### config.mk
export PLATFORM = sky130hd
export DESIGN_NAME = vmem_write_queue
export DESIGN_NICKNAME = d
export VERILOG_FILES = /design/src/rtl/vmem_write_queue_pkg.sv /design/src/rtl/vmem_write_queue_fifo.sv /design/src/rtl/vmem_write_queue.sv
export SDC_FILE = /design/constraint.sdc
export NUM_CORES = 1
export LEC_CHECK = 0
export CAP_MARGIN = 10
export CORE_ASPECT_RATIO = 0.6
export CORE_MARGIN = 2
export CORE_UTILIZATION = 40
export CTS_CLUSTER_SIZE = 40
export DETAILED_ROUTE_END_ITERATION = 6
export DONT_BUFFER_PORTS = 1
export RECOVER_POWER = 25
export SETUP_SLACK_MARGIN = 0.2
export SYNTH_ARGS = -nofsm -noshare
export SYNTH_HDL_FRONTEND = slang
export SYNTH_SLANG_ARGS = --single-unit
### constraint.sdc
create_clock -name text_mem_clk -period 4.74 [get_ports text_mem_clk]
set_input_delay 0.711 -clock text_mem_clk [delete_from_list [all_inputs] [get_ports text_mem_clk]]
set_output_delay 0.711 -clock text_mem_clk [all_outputs]
set_load 0.02 [all_outputs]
### src/rtl/vmem_write_queue_pkg.sv
// Shared constants and types for the text-video-memory write queue.
package vmem_write_queue_pkg;

    localparam logic [3:0] VMEM_REGION = 4'hc;

    // 1680x1050 text mode geometry
    localparam int TEXT_COLS           = 210;
    localparam int TEXT_ROWS           = 65;
    localparam int CLEAR_CELLS_DEFAULT = TEXT_COLS * TEXT_ROWS;

    typedef enum logic [1:0] {
        RUN      = 2'd0,
        CLR_WAIT = 2'd1,
        CLEAR    = 2'd2
    } wq_state_t;

endpackage

### src/rtl/vmem_write_queue_fifo.sv
// Circular buffer of {addr, char} entries with count-based full/empty and a
// sticky flag for pushes dropped while full.
module vmem_fifo #(
    parameter int ADDR_WIDTH = 15,
    parameter int DEPTH      = 8
) (
    input  logic                         text_mem_clk,
    input  logic                         rst,
    input  logic                         i_push,
    input  logic [ADDR_WIDTH-1:0]        i_addr,
    input  logic [7:0]                   i_char,
    input  logic                         i_pop,
    output logic [ADDR_WIDTH-1:0]        o_headAddr,
    output logic [7:0]                   o_headChar,
    output logic [$clog2(DEPTH+1)-1:0]   o_count,
    output logic                         o_full,
    output logic                         o_empty,
    output logic                         o_overflow
);

    localparam int PTR_W = $clog2(DEPTH);
    localparam int CNT_W = $clog2(DEPTH+1);

    logic [ADDR_WIDTH-1:0] r_addrMem [DEPTH];
    logic [7:0]            r_charMem [DEPTH];
    logic [PTR_W-1:0]      r_wrPtr;
    logic [PTR_W-1:0]      r_rdPtr;
    logic [CNT_W-1:0]      r_count;
    logic                  r_overflow;
    logic                  w_pushOk;
    logic                  w_popOk;

    assign o_full     = (r_count == CNT_W'(DEPTH));
    assign o_empty    = (r_count == '0);
    assign o_count    = r_count;
    assign o_overflow = r_overflow;
    assign o_headAddr = r_addrMem[r_rdPtr];
    assign o_headChar = r_charMem[r_rdPtr];

    // Full is judged on the count before the edge, so a same-cycle pop never rescues a push
    assign w_pushOk = i_push && !o_full;
    assign w_popOk  = i_pop && !o_empty;

    always_ff @(posedge text_mem_clk) begin
        if (w_pushOk) begin
            r_addrMem[r_wrPtr] <= i_addr;
            r_charMem[r_wrPtr] <= i_char;
        end
    end

    always_ff @(posedge text_mem_clk) begin
        if (!rst) begin
            r_wrPtr    <= '0;
            r_rdPtr    <= '0;
            r_count    <= '0;
            r_overflow <= 1'b0;
        end else begin
            if (w_pushOk) begin
                r_wrPtr <= r_wrPtr + 1'b1;
            end
            if (w_popOk) begin
                r_rdPtr <= r_rdPtr + 1'b1;
            end
            if (w_pushOk && !w_popOk) begin
                r_count <= r_count + 1'b1;
            end else if (!w_pushOk && w_popOk) begin
                r_count <= r_count - 1'b1;
            end
            if (i_push && o_full) begin
                r_overflow <= 1'b1;
            end
        end
    end

endmodule

### src/rtl/vmem_write_queue.sv
// Queues CPU character stores to text memory and drains them one per cycle to
// the VGA write port; also runs a hardware clear-screen fill.
module vmem_write_queue
    import vmem_write_queue_pkg::*;
#(
    parameter int ADDR_WIDTH  = 15,
    parameter int DEPTH       = 8,
    parameter int CLEAR_CELLS = CLEAR_CELLS_DEFAULT
) (
    input  logic                         text_mem_clk,
    input  logic                         rst,
    input  logic                         cpu_wr_req,
    input  logic [ADDR_WIDTH-1:0]        cpu_addr,
    input  logic [7:0]                   cpu_char,
    output logic                         cpu_full,
    input  logic                         clr_req,
    input  logic [7:0]                   clr_char,
    output logic                         clr_busy,
    output logic [ADDR_WIDTH-1:0]        vga_addr,
    output logic [7:0]                   vga_data,
    output logic                         vga_wen,
    output logic [$clog2(DEPTH+1)-1:0]   level,
    output logic                         overflow
);

    localparam logic [ADDR_WIDTH-1:0] LAST_CELL = ADDR_WIDTH'(CLEAR_CELLS - 1);

    wq_state_t             r_state;
    logic [ADDR_WIDTH-1:0] r_clrCnt;
    logic [7:0]            r_fillChar;
    logic [ADDR_WIDTH-1:0] r_vgaAddr;
    logic [7:0]            r_vgaData;
    logic                  r_vgaWen;

    logic [ADDR_WIDTH-1:0] w_headAddr;
    logic [7:0]            w_headChar;
    logic                  w_empty;
    logic                  w_pop;

    // The fill owns the write port, so queued stores wait until RUN
    assign w_pop = (r_state != CLEAR) && !w_empty;

    vmem_fifo #(
        .ADDR_WIDTH (ADDR_WIDTH),
        .DEPTH      (DEPTH)
    ) u_fifo (
        .text_mem_clk (text_mem_clk),
        .rst          (rst),
        .i_push       (cpu_wr_req),
        .i_addr       (cpu_addr),
        .i_char       (cpu_char),
        .i_pop        (w_pop),
        .o_headAddr   (w_headAddr),
        .o_headChar   (w_headChar),
        .o_count      (level),
        .o_full       (cpu_full),
        .o_empty      (w_empty),
        .o_overflow   (overflow)
    );

    always_ff @(posedge text_mem_clk) begin
        if (!rst) begin
            r_state    <= RUN;
            r_clrCnt   <= '0;
            r_fillChar <= '0;
            r_vgaAddr  <= '0;
            r_vgaData  <= '0;
            r_vgaWen   <= 1'b0;
        end else begin
            r_vgaWen <= 1'b0;
            case (r_state)
                RUN, CLR_WAIT: begin
                    if (!w_empty) begin
                        r_vgaAddr <= w_headAddr;
                        r_vgaData <= w_headChar;
                        r_vgaWen  <= 1'b1;
                    end
                    if (r_state == RUN && clr_req) begin
                        r_fillChar <= clr_char;
                        r_state    <= CLR_WAIT;
                    end else if (r_state == CLR_WAIT && w_empty) begin
                        r_clrCnt <= '0;
                        r_state  <= CLEAR;
                    end
                end
                CLEAR: begin
                    r_vgaAddr <= r_clrCnt;
                    r_vgaData <= r_fillChar;
                    r_vgaWen  <= 1'b1;
                    r_clrCnt  <= r_clrCnt + 1'b1;
                    if (r_clrCnt == LAST_CELL) begin
                        r_state <= RUN;
                    end
                end
                default: r_state <= RUN;
            endcase
        end
    end

    assign clr_busy = (r_state != RUN);
    assign vga_addr = r_vgaAddr;
    assign vga_data = r_vgaData;
    assign vga_wen  = r_vgaWen;

endmodule

# After elaboration in Yosys (flattened, before gate mapping)
# Memories as Yosys holds them, arrays and structs flattened. A register that Yosys moved wholly into a read port is not among the register bits.
# Cells that the tools add are included.
[word_totals]
register_bits = 60
ram_bits = 184
input_bits = 35
output_inout_bits = 31
wordCells = 70
memories = 2
[classes]
n_addsub = 5
n_eq_ne = 10
mux = 21
n_reduce_logical = 22
[memory_table]
columns = ["name", "depth", "width", "read_ports", "rd_clocked_by_memory_dff", "wr", "line_no", "source"]
rows = [
  ["u_fifo.r_addrMem", 8, 15, 1, 1, 1, "vmem_write_queue_fifo.sv:24", "logic [ADDR_WIDTH-1:0] r_addrMem [DEPTH];"],
  ["u_fifo.r_charMem", 8, 8, 1, 1, 1, "vmem_write_queue_fifo.sv:25", "logic [7:0] r_charMem [DEPTH];"],
]
[op_table]
columns = ["operator", "n"]
rows = [
  ["case mux 15 bit (2 select lines)", 2],
  ["2-to-1 mux 15 bit", 3],
  ["case mux 8 bit (2 select lines)", 1],
  ["adder 15 x 1 -> 15 bit, second input constant", 1],
  ["equality test 15 x 14 -> 1 bit, second input constant", 1],
  ["2-to-1 mux 3 bit", 4],
  ["inequality test 2 bit, second input constant", 5],
  ["logical AND 1 bit", 8],
  ["2-to-1 mux 4 bit", 2],
  ["2-to-1 mux 8 bit", 1],
  ["adder 3 x 1 -> 3 bit, second input constant", 2],
  ["2-to-1 mux 2 bit", 3],
  ["AND reduction 2 bit", 3],
  ["nonzero test 2 bit", 3],
  ["adder 4 x 1 -> 4 bit, second input constant", 1],
  ["equality test 4 bit, second input constant", 1],
  ["zero test 1 bit", 4],
  ["zero test 4 bit", 1],
  ["case mux 2 bit (2 select lines)", 1],
  ["subtractor 4 x 1 -> 4 bit, second input constant", 1],
  ["2-to-1 mux 1 bit", 3],
  ["inequality test 3 bit, second input constant", 1],
  ["AND reduction 3 bit", 1],
  ["equality test 2 x 1 -> 1 bit, second input constant", 1],
  ["4 further kinds", 4],
]

# Logic depth before layout (Yosys ltp)
# Gate-level depths: netlist of the first run.
[depth]
ltp_word = 7
ltp_mapped = 11
ltp_nobuf = 10

# Modules after synthesis
# Synthesis of the first run repeated with hierarchy kept, for this count alone.
[hier_totals]
hier_cells = 612
hier_area_um2 = 10023.4
[modules_own_cells]
columns = ["module", "instances", "cells_each", "area_each_um2", "seq_area_each_um2"]
rows = [
  ["vmem_fifo", 1, 341, 7766.2, 5805.6],
  ["vmem_write_queue", 1, 271, 2257.2, 980.9],
]

# Worst setup path after synthesis of the first run
# Ideal clock, no wire load.
[synth_timing]
path_kind = "reg2reg"
from = "reg u_fifo.r_count[0] (netlist: u_fifo.o_count[0])"
to = "mem u_fifo.r_addrMem[0][0] (enable)"
setup_ns = 0.461
t_arrival_ns = 3.158
t_required_ns = 4.279
slack_ns = 1.120
stages_incl_launch_ff = 4
n_path_buf = 0
synth_period_minus_slack_ns = 3.620
cell_sequence = "dfxtp_1 -> or4b_2 -> nand2_1 -> nor4_1"
[synth_between]
elab_chain_cells = 5
[synth_rtl]
columns = ["item", "line_no", "source"]
rows = [
  ["start: declaration", "vmem_write_queue_fifo.sv:28", "logic [CNT_W-1:0] r_count;"],
  ["start signal: assignment", "vmem_write_queue_fifo.sv:65", "r_count <= r_count + 1'b1;"],
  ["start signal: assignment", "vmem_write_queue_fifo.sv:67", "r_count <= r_count - 1'b1;"],
  ["equality test 4 bit", "vmem_write_queue_fifo.sv:33", "assign o_full = (r_count == CNT_W'(DEPTH));"],
  ["zero test 1 bit", "vmem_write_queue_fifo.sv:41", "assign w_pushOk = i_push && !o_full;"],
  ["logical AND 1 bit", "vmem_write_queue_fifo.sv:41", ""],
  ["2-to-1 mux 1 bit", "vmem_write_queue_fifo.sv:45", "if (w_pushOk) begin"],
  ["2-to-1 mux 1 bit (not written as such)", "vmem_write_queue_fifo.sv:46", "r_addrMem[r_wrPtr] <= i_addr;"],
  ["end: declaration", "vmem_write_queue_fifo.sv:24", ""],
]
# No other way between the ends.

# Final worst setup path of the first run
[layout_timing]
from = "reg r_state[1]"
to = "reg u_fifo.r_count[3] (netlist: u_fifo.o_count[3])"
[layout_between]
elab_chain_cells = 6
elab_cells_between_ends = 8
cone_classes = "1 x eq/ne; 1 x mux; 6 x reduce/logical"
[layout_rtl]
columns = ["item", "line_no", "source"]
rows = [
  ["start: declaration", "vmem_write_queue.sv:28", "wq_state_t r_state;"],
  ["start signal: assignment", "vmem_write_queue.sv:63", "r_state <= RUN;"],
  ["start signal: assignment", "vmem_write_queue.sv:80", "r_state <= CLR_WAIT;"],
  ["start signal: assignment", "vmem_write_queue.sv:83", "r_state <= CLEAR;"],
  ["inequality test 2 bit *", "vmem_write_queue.sv:41", "assign w_pop = (r_state != CLEAR) && !w_empty;"],
  ["logical AND 1 bit *", "vmem_write_queue.sv:41", ""],
  ["logical AND 1 bit *", "vmem_write_queue_fifo.sv:42", "assign w_popOk = i_pop && !o_empty;"],
  ["zero test 1 bit", "vmem_write_queue_fifo.sv:64", "if (w_pushOk && !w_popOk) begin"],
  ["logical AND 1 bit", "vmem_write_queue_fifo.sv:64", ""],
  ["2-to-1 mux 4 bit or nonzero test 2 bit (tied branches)", "n/a", ""],
]
# Mark *: on every way between the ends. The rest lies on a longest branch, timed or not.
# A chain may end at the register's enable or synchronous reset.

==> results.md, run 1 <==
- Synthesis produced a netlist whose cell count is 598.
- The xor/xnor cell area share of the yosys netlist is 0.814%.
- The number of sinks driven by the clock tree is 247.
- The number of violations of the max-capacitance limit is 0.
- The synthesized netlist devotes between 1 and 1.5% of its cell area to adder and majority cells.
- The number of global-route vias before repair is around 5300.
- Measured on the finished design, the core utilization comes to 44.9%.
- The insertion delay to the later sink of the worst-skew pair is 0.51 ns.
- The wire length the detailed router placed on met1 is 9950 µm.
- In this run the remaining antenna-violating nets after routing total 0.
- In the finished design, the share of the clock period the worst path needs comes to 65.9%.
- The total count of hold-check failures in the final report is 0.
- The vias after detailed routing is 5323.
- The initial antenna violation count is 0.
- Clock-pin slew was measured on the worst setup and hold paths at ~0.070 ns.
- The register-to-register setup slack is 1.62 ns.
- Yosys attributes the largest share of cell area to sky130_fd_sc_hd__edfxtp_1 57%, sky130_fd_sc_hd__dfxtp_1 13%, sky130_fd_sc_hd__mux4_2 11%.
- The measured slew at the worst slew-check pin is 1.19 ns.
- TritonCTS built the clock tree.
- In this run the number of H-tree levels came out at 1.
- The portion of synthesized area spent on multiplexers is about an eighth.
- The number of buffers added by the clock tree synthesis step is 23.
- The post-route setup TNS is 0 ns.
- The run finished with clean final reports.
- The main combinational cell family by area after synthesis is multiplexers.
- The count of state elements after synthesis is 247.
- The number of detailed-routing iterations run before antenna repair is 4.
- The share of the synthesized area in compound gates (AO/OA/AOI/OAI) is 5.41%.
- The critical path capture point type is a flop.
- The number of vias per cell after detailed routing is 5.67.
- The tightest min-delay check is of the input port to flop type.
- The most used flip-flop cell after synthesis is sky130_fd_sc_hd__edfxtp_1.
- The placed wire-length estimate after detailed placement is 13600 µm.
- The proportion of synthesized flip-flops having asynchronous set or reset is 0%.
- The worst vdd rail ir drop is ~240 µV.
- The die is about 120 µm tall.
- Leaving out fill and tap cells, the most frequent cells in the layout are 184 x sky130_fd_sc_hd__edfxtp_1, 61 x sky130_fd_sc_hd__dfxtp_1, 50 x sky130_fd_sc_hd__nor2_1.
- The sum of routed wire length over all layers is 21900 µm.
- In this run the static leakage power is 3.45 nW.
- The count of standard-cell rows is 44.
- The buffer levels on the longest clock path is 3.
- The summed instance area of the synthesized netlist is 9690 µm².
- The final critical-path required period is 3.12 ns.
- The worst path required time is approximately 5.2 ns.
- The number of cells on the worst reg-to-reg path is 10.
- The total area inside the core boundary comes to around 24000 µm².
- The worst hold path was traced through 0 stages.
- The detailed route wirelength on metal2 is 9490 µm.
- Post-CTS repair changed the size of 0 cells.
- In the final routed layout, each cell accounts on average for 23.4 µm.
- The layout filler cell count is between 2000 and 2500.
- The total met3 wirelength after detailed routing is 2160 µm.
- The overall die area is 25500 µm².
- The share of the Yosys chip area taken by registers is 70.1%.
- The number of setup buffers added after CTS is 0.
- Of all nets on the critical path, the largest fanout is 26.
- For this design the ratio of total power to cell area is 562 nW/µm².
- The worst register-to-register path begins at r_state[1].
- Signal routing reaches up to met4.
- Setup repair after global routing left no endpoint under its margin.
- The die is 205 µm wide.
- After Yosys synthesis, and, or, nand and nor cells account for 8.20% of the synthesized area.
- The maximum operating frequency is 320 MHz.
- The global-route wire length before repair is 33100 µm.
- The number of pins with negative max-slew slack in the final report is 0.
- Across the routed clock network, the largest skew measured is 0.0192 ns.
- The kind of launch point of the worst setup path is a flop.
- In this run the clock root is driven by a sky130_fd_sc_hd__clkbuf_16.
- When the netlist entered floorplanning its net count stood at 641.
- The headroom to the max-slew limit is 20.4%.
- For this run, design rule violations remaining after detail routing come to 0.
- Entering global routing, the biggest net connects 34 pins.
- The hold buffer count at cts is 0.
- The total global-route track usage is about 17%.
- In this run the critical register-to-register path is captured at u_fifo.o_count[3].
- Leaving out fill and tap cells, the most frequent cell in the layout is sky130_fd_sc_hd__edfxtp_1.
- For this run, the number of Yosys warnings is 0.
- The critical path in this run is classified as flop to flop.
- Hold is met by 0.287 ns.
- In this run, synthesis inferred 184 flip-flops with an integrated enable.
- The critical path starts at r_state[1].
- Buffers placed on the I/O ports in this run total 0.
- At the worst endpoint, the arrival time is 3.55 ns.
- The post-route netlist has 18.3% of its cells at a drive strength greater than 1.
- The final layout net count is 642.
- The total of endpoints with negative setup slack in the final report is 0.
- The cell type with the highest aggregate area in the netlist is sky130_fd_sc_hd__edfxtp_1.
- Following the worst setup path forward leads to its endpoint at u_fifo.o_count[3].
- Averaged over all synthesized cells, the footprint is about 16 µm².
- The total overflow reported by the global router is 0.
- The signed area change from the synthesized netlist to the final layout is 11.3%.
- The global placement routability congestion is just under 0.9.
- The number of different library cells used by synthesis comes to 52.
- For this design the top-level I/O count stands at 66.
- The repair_antennas step left the layout with diodes totalling 0.
- The iteration-0 DRC count of the detailed router is 520.
- The top cell type's share of synthesized area is 57.0%.
- The starting density of the core is approximately 40%.
sequential cells by signal (all words and copies together), names as in the netlist, named ones only:
name	flops
r_state	2
u_fifo.r_wrPtr	3
u_fifo.r_addrMem	120
vga_addr	15
vga_wen	1
vga_data	8
u_fifo.r_charMem	64
r_clrCnt	15
r_fillChar	8
u_fifo.o_count	4
u_fifo.o_overflow	1
u_fifo.r_rdPtr	3
metrics by stage:
stage                     cell area (µm²)  power [mW]  worst slack, ns  instances
after floorplan                      9690        3.89             1.12        598
after global placement              10100        4.29             1.79        896
after detailed placement            10100        4.33             1.69        896
after CTS                           10800        6.11             1.66        938
after global routing                10800        6.34             1.38        938
final                               10800        6.05             1.62        938
per-layer routing:
layer / vias up / track usage [%]
li1: 2358 / -
met1: 2755 / 26.1
met2: 185 / 25.0
met3: 25 / 5.57
met4: 0 / 3.34
met5: - / 0
worst min-delay path by stage:
stage                              endpoint  slack (ns)          from
CTS                  u_fifo.r_charMem[4][7]        0.27   cpu_char[7]
floorplan                      r_clrCnt[12]        0.45  r_clrCnt[12]
detailed placement             r_clrCnt[12]        0.47  r_clrCnt[12]
finish              u_fifo.r_addrMem[2][13]        0.29  cpu_addr[13]
global route         u_fifo.r_addrMem[1][3]        0.26   cpu_addr[3]
global placement               r_clrCnt[12]        0.46  r_clrCnt[12]
synth_stat cells (all sizes together) (2+ instances only):
cell type  instances
clkbuf            16
o22ai             21
and3               2
nor2b              2
nor4               6
nor2              54
buf               17
mux2i             17
nor3              20
o21a               2
o21ai              6
nand3              8
xnor2              4
xor2               5
nand2             23
or3               17
or4                5
ha                 7
o31ai              4
edfxtp           184
nand2b             6
o221ai             6
mux4              46
inv                8
a21oi             17
o211ai            13
dfxtp             63
nand4              4
logic make-up after synthesis:
kind of cell	after synthesis
AOI/OAI and AO/OA	75
xor gates and xnor gates	9
adders and majority gates	8
buffers and inverters	41
DFF	247
muxes	64
and+or+nand+nor	154
where the power goes:
group	switching [mW]	internal [mW]
Combinational	0.766	0.588
Clock	0.782	1.00
Sequential	0.365	2.55
cell type report:
type | count | area [µm²] | area share, %
sequential | 247 | 6790 | 63.0
multi-input combinational | 310 | 2770 | 25.7
clock buffer | 27 | 591 | 5.48
tap | 322 | 403 | 3.74
clock inverter | 15 | 128 | 1.18
timing repair buffer | 9 | 67.6 | 0.627
inverter | 8 | 30.0 | 0.279
worst max-delay path, stage by stage (launching register included):
cell	delay [ns]
sky130_fd_sc_hd__dfxtp_1	0.81
sky130_fd_sc_hd__nor2b_1	0.63
sky130_fd_sc_hd__nor2_1	0.21
sky130_fd_sc_hd__inv_1	0.10
sky130_fd_sc_hd__ha_1	0.16
sky130_fd_sc_hd__inv_1	0.09
sky130_fd_sc_hd__ha_1	0.33
sky130_fd_sc_hd__a21oi_1	0.20
sky130_fd_sc_hd__a211oi_1	0.10
sky130_fd_sc_hd__a31oi_1	0.20
sky130_fd_sc_hd__mux2i_1	0.20
Power figures use the tool's default switching activity.
==> run 2: changes to the inputs <==
- clock period: 4.74 -> 3 ns (I/O delays scaled with it)
==> run 2 against run 1 <==
  * Flip-flop and latch count unchanged
  * Core utilization up 0.36 points
  * Via count fell by 0.39%
  * Setup slack worse by 1.1 ns
  * Critical path depth rose by 1
  * Worst hold slack got worse by 0.25 ns
  * Design area up 0.81%
  * Final cell count rose by 1.5%
  * Combinational power grew 76%
  * Clock power grew 49%
  * Count of clock-buffer cells in the layout is 2 higher
  * Critical endpoint unchanged
  * Largest cell class unchanged
==> results.md, run 2 (synthesized netlist as in run 1, its figures left out) <==
- The run finished with clean final reports.
- CTS placed an instance of sky130_fd_sc_hd__clkbuf_16 at the clock tree root.
- The net count of the finished layout is roughly 660.
- The type of the worst setup path is flop to flop.
- The hold path endpoint is u_fifo.r_charMem[7][6].
- The number of global-route vias before repair is 5366.
- The flip-flop count of the largest register after layout is between 100 and 150.
- The maximum fanout along the worst path is 7.
- The number of vias per cell after detailed routing is between 5 and 6.
- Counting flops per register, the top entry is u_fifo.r_addrMem.
- The number of sinks driven by the clock tree is 247.
- The worst hold path was traced through 0 stages.
- Buffers added to address setup during post-CTS repair amount to 0.
- The number of detailed-routing iterations run before antenna repair is 7.
- Across the VDD grid, the largest voltage drop is 346 µV.
- The wire-length estimate of the detail-placed layout is ~14000 µm.
- The overall die area is between 20000 and 30000 µm².
- Dividing the detail-routed wire length by the instance count gives 23.2 µm.
- The count of standard-cell rows is 44.
- The worst min-delay path startpoint is cpu_char[6].
- The signed area change from the synthesized netlist to the final layout is 12.2%.
- Final hold analysis gives a worst-case slack of between 0.03 and 0.04 ns.
- The cell area power density is 873 nW/µm².
- Total power for the finished layout comes to 9.48 mW.
- Setup violations remaining at the end of the flow were counted as 0.
- The number of hold buffers added after CTS was 0.
- The kind of launch point of the worst setup path is a flop.
- The total overflow reported by the global router is 0.
- The class of the most critical hold timing path is input port to flop.
- The global-route wire length before repair is 33800 µm.
- The die is 125 µm tall.
- CTS built an H-tree with a depth of 1.
- For the pin with the worst max-slew slack, the measured transition is 0.633 ns.
- The number of antenna diodes in the final layout is 0.
- The worst path required time is 3.44 ns.
- Clock latency on the worst-skew pair, taken at its later pin, is 0.51 ns.
- Counting cells, the worst reg-to-reg path comes to 11.
- The core region is 24000 µm².
- The post-route DRC violation count is 0.
- The initial antenna violation count is 0.
- The largest registers in the layout are u_fifo.r_addrMem x120, u_fifo.r_charMem x64.
- Summed over all layers, the routed wires come to 22100 µm.
- For this block, the via count after detailed routing is around 5300.
- The number of buffer cells added on primary ports is 0.
- The maximum operating frequency is 399 MHz.
- The buffer levels on the longest clock path is 3.
- The total count of hold-check failures in the final report is 0.
- The largest net degree at the start of global routing is 44.
- The clock period could shrink to roughly 2.5 ns.
- Leaving out fill and tap cells, the most frequent cells in the layout are 184 x sky130_fd_sc_hd__edfxtp_1, 61 x sky130_fd_sc_hd__dfxtp_1, 50 x sky130_fd_sc_hd__nor2_1.
- The capture point of the worst reg-to-reg path is u_fifo.o_count[3].
- The headroom to the max-slew limit is 57.8%.
- The worst clock skew is 0.00810 ns.
- 66 I/O pins were placed.
- Max-cap violations in this run came to 0.
- At the worst endpoint, the arrival time is between 2 and 3 ns.
- The register-to-register setup slack is 0.50 ns.
- The number of nets with antenna violations after routing is 0.
- The fraction of the cycle the final worst path needs is a little over four fifths.
- The leakage power total is approximately 3.5 nW.
- The layout cell share with drive strength beyond 1 is 21.0%.
- The critical path capture point type is a flop.
- The iteration-0 DRC count of the detailed router is 416.
- The final cell area excluding filler cells is 10900 µm².
- The post-CTS clock slew at the launch and capture registers of the worst setup and hold paths is 0.07 ns.
- TritonCTS built the clock tree.
- The global placement routability congestion is 0.869.
- The number of buffers added by the clock tree synthesis step is 23.
- The initial utilization of the core area, before any placement, comes to 40.4%.
- The worst register-to-register path begins at u_fifo.o_count[3].
- The placed instances occupy a cell area of 10200 µm².
- The leading cell type in the layout, fill and taps excluded is sky130_fd_sc_hd__edfxtp_1.
- The total global-route track usage is 17.7%.
- In this run the horizontal extent of the chip is 205 µm.
- The number of pins with negative max-slew slack in the final report is 0.
- Setup repair after global routing left no endpoint under its margin.
- The layout filler cell count is between 2000 and 2500.
==> run 2: worst max path at each step <==
stage,from,endpoint,cells after the start
finish,u_fifo.o_count[3],u_fifo.o_count[3],11
global route,u_fifo.o_count[3],u_fifo.o_count[3],11
detailed placement,u_fifo.o_count[0],u_fifo.o_count[3],10
floorplan,u_fifo.o_count[0],u_fifo.r_addrMem[2][0],3
CTS,u_fifo.o_count[0],u_fifo.o_count[3],10
global placement,u_fifo.o_count[0],u_fifo.o_count[3],10
==> run 2: repair_timing <==
item                                   CTS  global route
gates resized for setup                  0             2
setup endpoints to repair                0             1
endpoints found under the hold margin    0             0
==> run 2: routing by layer <==
metal	vias up	part of all wire [%]	track usage [%]
met5	-	0	0
met4	0	1.5	3.39
met3	25	8.9	5.29
met2	168	43	25.3
met1	2717	47	27.0
li1	2392	-	-
==> run 2: per-stage QoR <==
| step | std cells | TNS, ns | util, % | setup slack [ns] |
|---|---|---|---|---|
| 3_5_place_dp | 910 | 0 | 42.4 | 0.367 |
| 2_1_floorplan | 598 | -2.08 | - | -0.0302 |
| 5_1_grt | 952 | 0 | 45.3 | 0.249 |
| 3_3_place_gp | 910 | 0 | 42.4 | 0.440 |
| 4_1_cts | 952 | 0 | 45.3 | 0.346 |
| 6_report | 952 | 0 | 45.3 | 0.495 |
==> run 2: critical path, stage by stage, from the launching register on <==
cell	delay, ns
sky130_fd_sc_hd__dfxtp_1	0.32
sky130_fd_sc_hd__buf_4	0.18
sky130_fd_sc_hd__nor4_4	0.45
sky130_fd_sc_hd__nor2_1	0.16
sky130_fd_sc_hd__inv_1	0.09
sky130_fd_sc_hd__ha_1	0.18
sky130_fd_sc_hd__inv_2	0.07
sky130_fd_sc_hd__ha_1	0.32
sky130_fd_sc_hd__a21oi_1	0.20
sky130_fd_sc_hd__a211oi_1	0.10
sky130_fd_sc_hd__a31oi_1	0.18
sky130_fd_sc_hd__mux2i_1	0.19
==> run 2: layout make-up <==
type | count | area, µm² | area share (%)
tap | 322 | 403 | 3.71
timing repair buffer | 23 | 185 | 1.70
clock buffer | 29 | 618 | 5.69
multi-input combinational | 310 | 2780 | 25.5
sequential | 247 | 6790 | 62.5
clock inverter | 13 | 66.3 | 0.610
inverter | 8 | 30.0 | 0.276
==> run 2: report_power, final <==
| group | switching (mW) | internal, mW | total [mW] | leakage (nW) |
|---|---|---|---|---|
| Clock | 1.20 | 1.46 | 2.66 | 0.338 |
| Sequential | 0.415 | 4.03 | 4.44 | 2.19 |
| Combinational | 1.38 | 1.00 | 2.38 | 0.986 |
==> run 3: changes to the inputs <==
- clock period: 3 -> 2.6 ns (I/O delays scaled with it)
==> run 3 against run 2 <==
  * Core utilization up 1.7 points
  * Setup slack worse by 0.17 ns
  * Final cell count up 3.2%
  * Sequential share of layout area down 2.2 points
  * Die area unchanged
  * Via count up 2.3%
  * Critical endpoint unchanged
==> results.md, run 3 (synthesized netlist as in run 1, its figures left out) <==
- The run finished with clean final reports.
- In the layout the commonest cells are 184 x sky130_fd_sc_hd__edfxtp_1, 58 x sky130_fd_sc_hd__dfxtp_1, 50 x sky130_fd_sc_hd__nor2_1.
- For flop-to-flop paths, the worst setup slack is 0.32 ns.
- The TritonCTS clock tree is done.
- The worst vdd rail ir drop is 499 µV.
- The filler cells instantiated in the layout total ~2100.
- Cells with a size suffix above 1 make up 22.4% of the layout.
- The arrival time at the worst endpoint is between 2 and 3 ns.
- The routed layout has 5426 vias.
- After global routing the overflow that remains totals 0.
- For this run, the top clock speed supported by timing is 439 MHz.
- The buffer levels on the longest clock path is 3.
- The total I/O pin count is between 60 and 70.
- The flip-flop count of the largest register after layout is 120.
- The final critical-path required period is 2.28 ns.
- The floorplan step defined a core boundary enclosing about 24000 µm².
- For the pin with the worst max-slew slack, the measured transition is 0.604 ns.
- Using the TritonRoute via totals, the vias-per-cell ratio works out to 5.53.
- After detailed routing, the total wire length is ~22000 µm.
- Setup repair after global routing left no endpoint under its margin.
- Leaving out fill and tap cells, the most frequent cell in the layout is sky130_fd_sc_hd__edfxtp_1.
- The number of violations of the max-capacitance limit is 0.
- The wire-length estimate of the detail-placed layout is 13900 µm.
- Power spread over the standard cell area amounts to between 1000 and 1500 nW/µm².
- The maximum fanout along the worst path is 6.
- The number of detailed-routing iterations run before antenna repair is 5.
- The total global-route track usage is between 10% and 20%.
- In this run, the number of DRC markers left after iteration 0 of detailed routing was approximately 470.
- The most critical setup path has its startpoint at u_fifo.o_count[0].
- The worst slack at placement is 0.189 ns.
- The startpoint of the worst-slack reg-to-reg timing path is u_fifo.o_count[0].
- Clock tree synthesis found a total of around 250 sinks.
- The number of buffer cells added on primary ports is 0.
- STA classifies the critical path startpoint as a flop.
- The largest net degree at the start of global routing is 44.
- The worst clock skew is 0.0220 ns.
- The capture point of the critical path is u_fifo.o_count[3].
- The worst register-to-register path ends at u_fifo.o_count[3].
- The number of buffers added by the clock tree synthesis step is 24.
- The number of global-route vias before repair is 5352.
- The vertical extent of the die is 125 µm.
- The area of placed instances is 10200 µm².
- The leakage power total is 3.69 nW.
- Once the floorplan was initialized, standard cells occupied between 40 and 50% of the core.
- The total inserted antenna cells is 0.
- In this run the number of H-tree levels came out at 1.
- The least setup slack across all paths after layout is between 0.3 and 0.4 ns.
- The headroom to the max-slew limit is around three fifths.
- Final hold analysis gives a worst-case slack of 0.00875 ns.
- Counting flops per register, the top entry is u_fifo.r_addrMem.
- The final cell utilization of the core is 46.9%.
- The final cell area excluding filler cells is 11300 µm².
- The width of the die is around 200 µm.
- The count of standard-cell rows is 44.
- The worst setup path is of the flop to flop kind.
- The global-route wire length before repair is 33600 µm.
- The largest single stage delay on the critical path is roughly 0.32 ns.
- Setup violations remaining at the end of the flow were counted as 0.
- The number of nets with antenna violations after routing is 0.
- The number of pins with negative max-slew slack in the final report was 0.
- The total count of hold-check failures in the final report is 0.
- The insertion delay to the later sink of the worst-skew pair is ~0.52 ns.
- The fraction of the cycle the final worst path needs is 87.6%.
- The final layout net count is just under 700.
- The tree is rooted in a sky130_fd_sc_hd__clkbuf_16.
- The largest registers in the layout are u_fifo.r_addrMem x120, u_fifo.r_charMem x64.
- The number of buffers inserted to repair setup after CTS is 0.
- The critical path goes through buf_4 -> nor4_4 -> nor2_1 -> inv_1 -> ha_2 -> inv_4 -> ha_4 -> a21oi_2 -> a211oi_1 -> a31oi_1 -> mux2i_1.
- After clock tree synthesis, the clock-pin slew on the worst setup and hold paths is approximately 0.07 ns.
- After detailed routing, the number of remaining DRC violations is 0.
- The initial antenna violation count was 1.
- In the final routed layout, each cell accounts on average for 22.6 µm.
- The worst path required time is 3.03 ns.
- The library cell contributing the largest single delay on the critical path is sky130_fd_sc_hd__dfxtp_2.
- The path class of the tightest hold or removal check is input port to flop.
- The signed area change from the synthesized netlist to the final layout is 16.3%.
- The global placement routability congestion is 0.852.
- The overall die area is 25500 µm².
- The number of cells on the worst reg-to-reg path is 11.
- STA classifies the critical path endpoint as a flop.
## run 3: cell count changes in the layout (fill, tap and decap cells not counted), moves of 3 or more
cell	change
sky130_fd_sc_hd__dfxtp_2	+3
sky130_fd_sc_hd__buf_4	+3
sky130_fd_sc_hd__dlygate4sd3_1	+24
sky130_fd_sc_hd__dfxtp_1	-3
sky130_fd_sc_hd__clkinvlp_2	-3
## run 3: worst min path at each step
stage / from / endpoint / slack (ns) / cells after the start
final: rst / vga_addr[14] / 0.009 / 2
after global routing: rst / vga_addr[2] / 0.007 / 2
after CTS: rst / vga_addr[14] / 0.0002 / 2
after detailed placement: r_clrCnt[12] / r_clrCnt[12] / 0.48 / 2
after global placement: r_clrCnt[12] / r_clrCnt[12] / 0.46 / 2
after floorplan: r_clrCnt[12] / r_clrCnt[12] / 0.45 / 2
## run 3: through the flow
step / instances / total power [mW] / setup TNS, ns
6_report: 982 / 11.4 / 0
5_1_grt: 982 / 11.9 / 0
4_1_cts: 982 / 11.5 / 0
3_5_place_dp: 914 / 8.04 / 0
3_3_place_gp: 914 / 7.95 / 0
2_1_floorplan: 598 / 7.11 / -20.46
## run 3: what timing repair did
action | CTS | global route
resized for setup | 2 | 3
setup endpoints to repair | 1 | 1
hold endpoints to repair | 188 | 0
hold buffers | 24 | 0
gates cloned | 0 | 0
## run 3: critical path: cells and delay by family (launching register included)
family	cells	cell delay (ns)
adder cells (fa/ha/maj)	2	0.42
buffers and inverters	3	0.33
AO/OA/AOI/OAI	3	0.46
flip-flops	1	0.32
multiplexers	1	0.23
AND/OR/NAND/NOR	2	0.44
## run 3: area by class of cell
cell class / count / area (µm²) / share of cell area, %
multi-input cells: 310 / 2800 / 24.8
flip-flops and latches: 247 / 6790 / 60.3
clock buffers: 30 / 663 / 5.89
clock inverters: 14 / 108 / 0.955
well taps: 322 / 403 / 3.58
repair buffers: 51 / 468 / 4.15
inverters: 8 / 32.5 / 0.289
## run 3: metal layers
| metal | vias up | track usage (%) | part of all wire [%] |
|---|---|---|---|
| li1 | 2450 | - | - |
| met1 | 2789 | 26.9 | 48 |
| met2 | 159 | 26.6 | 45 |
| met3 | 26 | 3.51 | 6.1 |
| met4 | 2 | 2.67 | 1.4 |
| met5 | - | 0 | 0.032 |
## run 3: where the power goes
| group | switching [mW] | internal, mW | leakage, nW |
|---|---|---|---|
| clock | 1.44 | 1.91 | 0.390 |
| combinational | 1.64 | 1.25 | 1.11 |
| sequential | 0.499 | 4.65 | 2.19 |
| total | 3.58 | 7.82 | 3.69 |
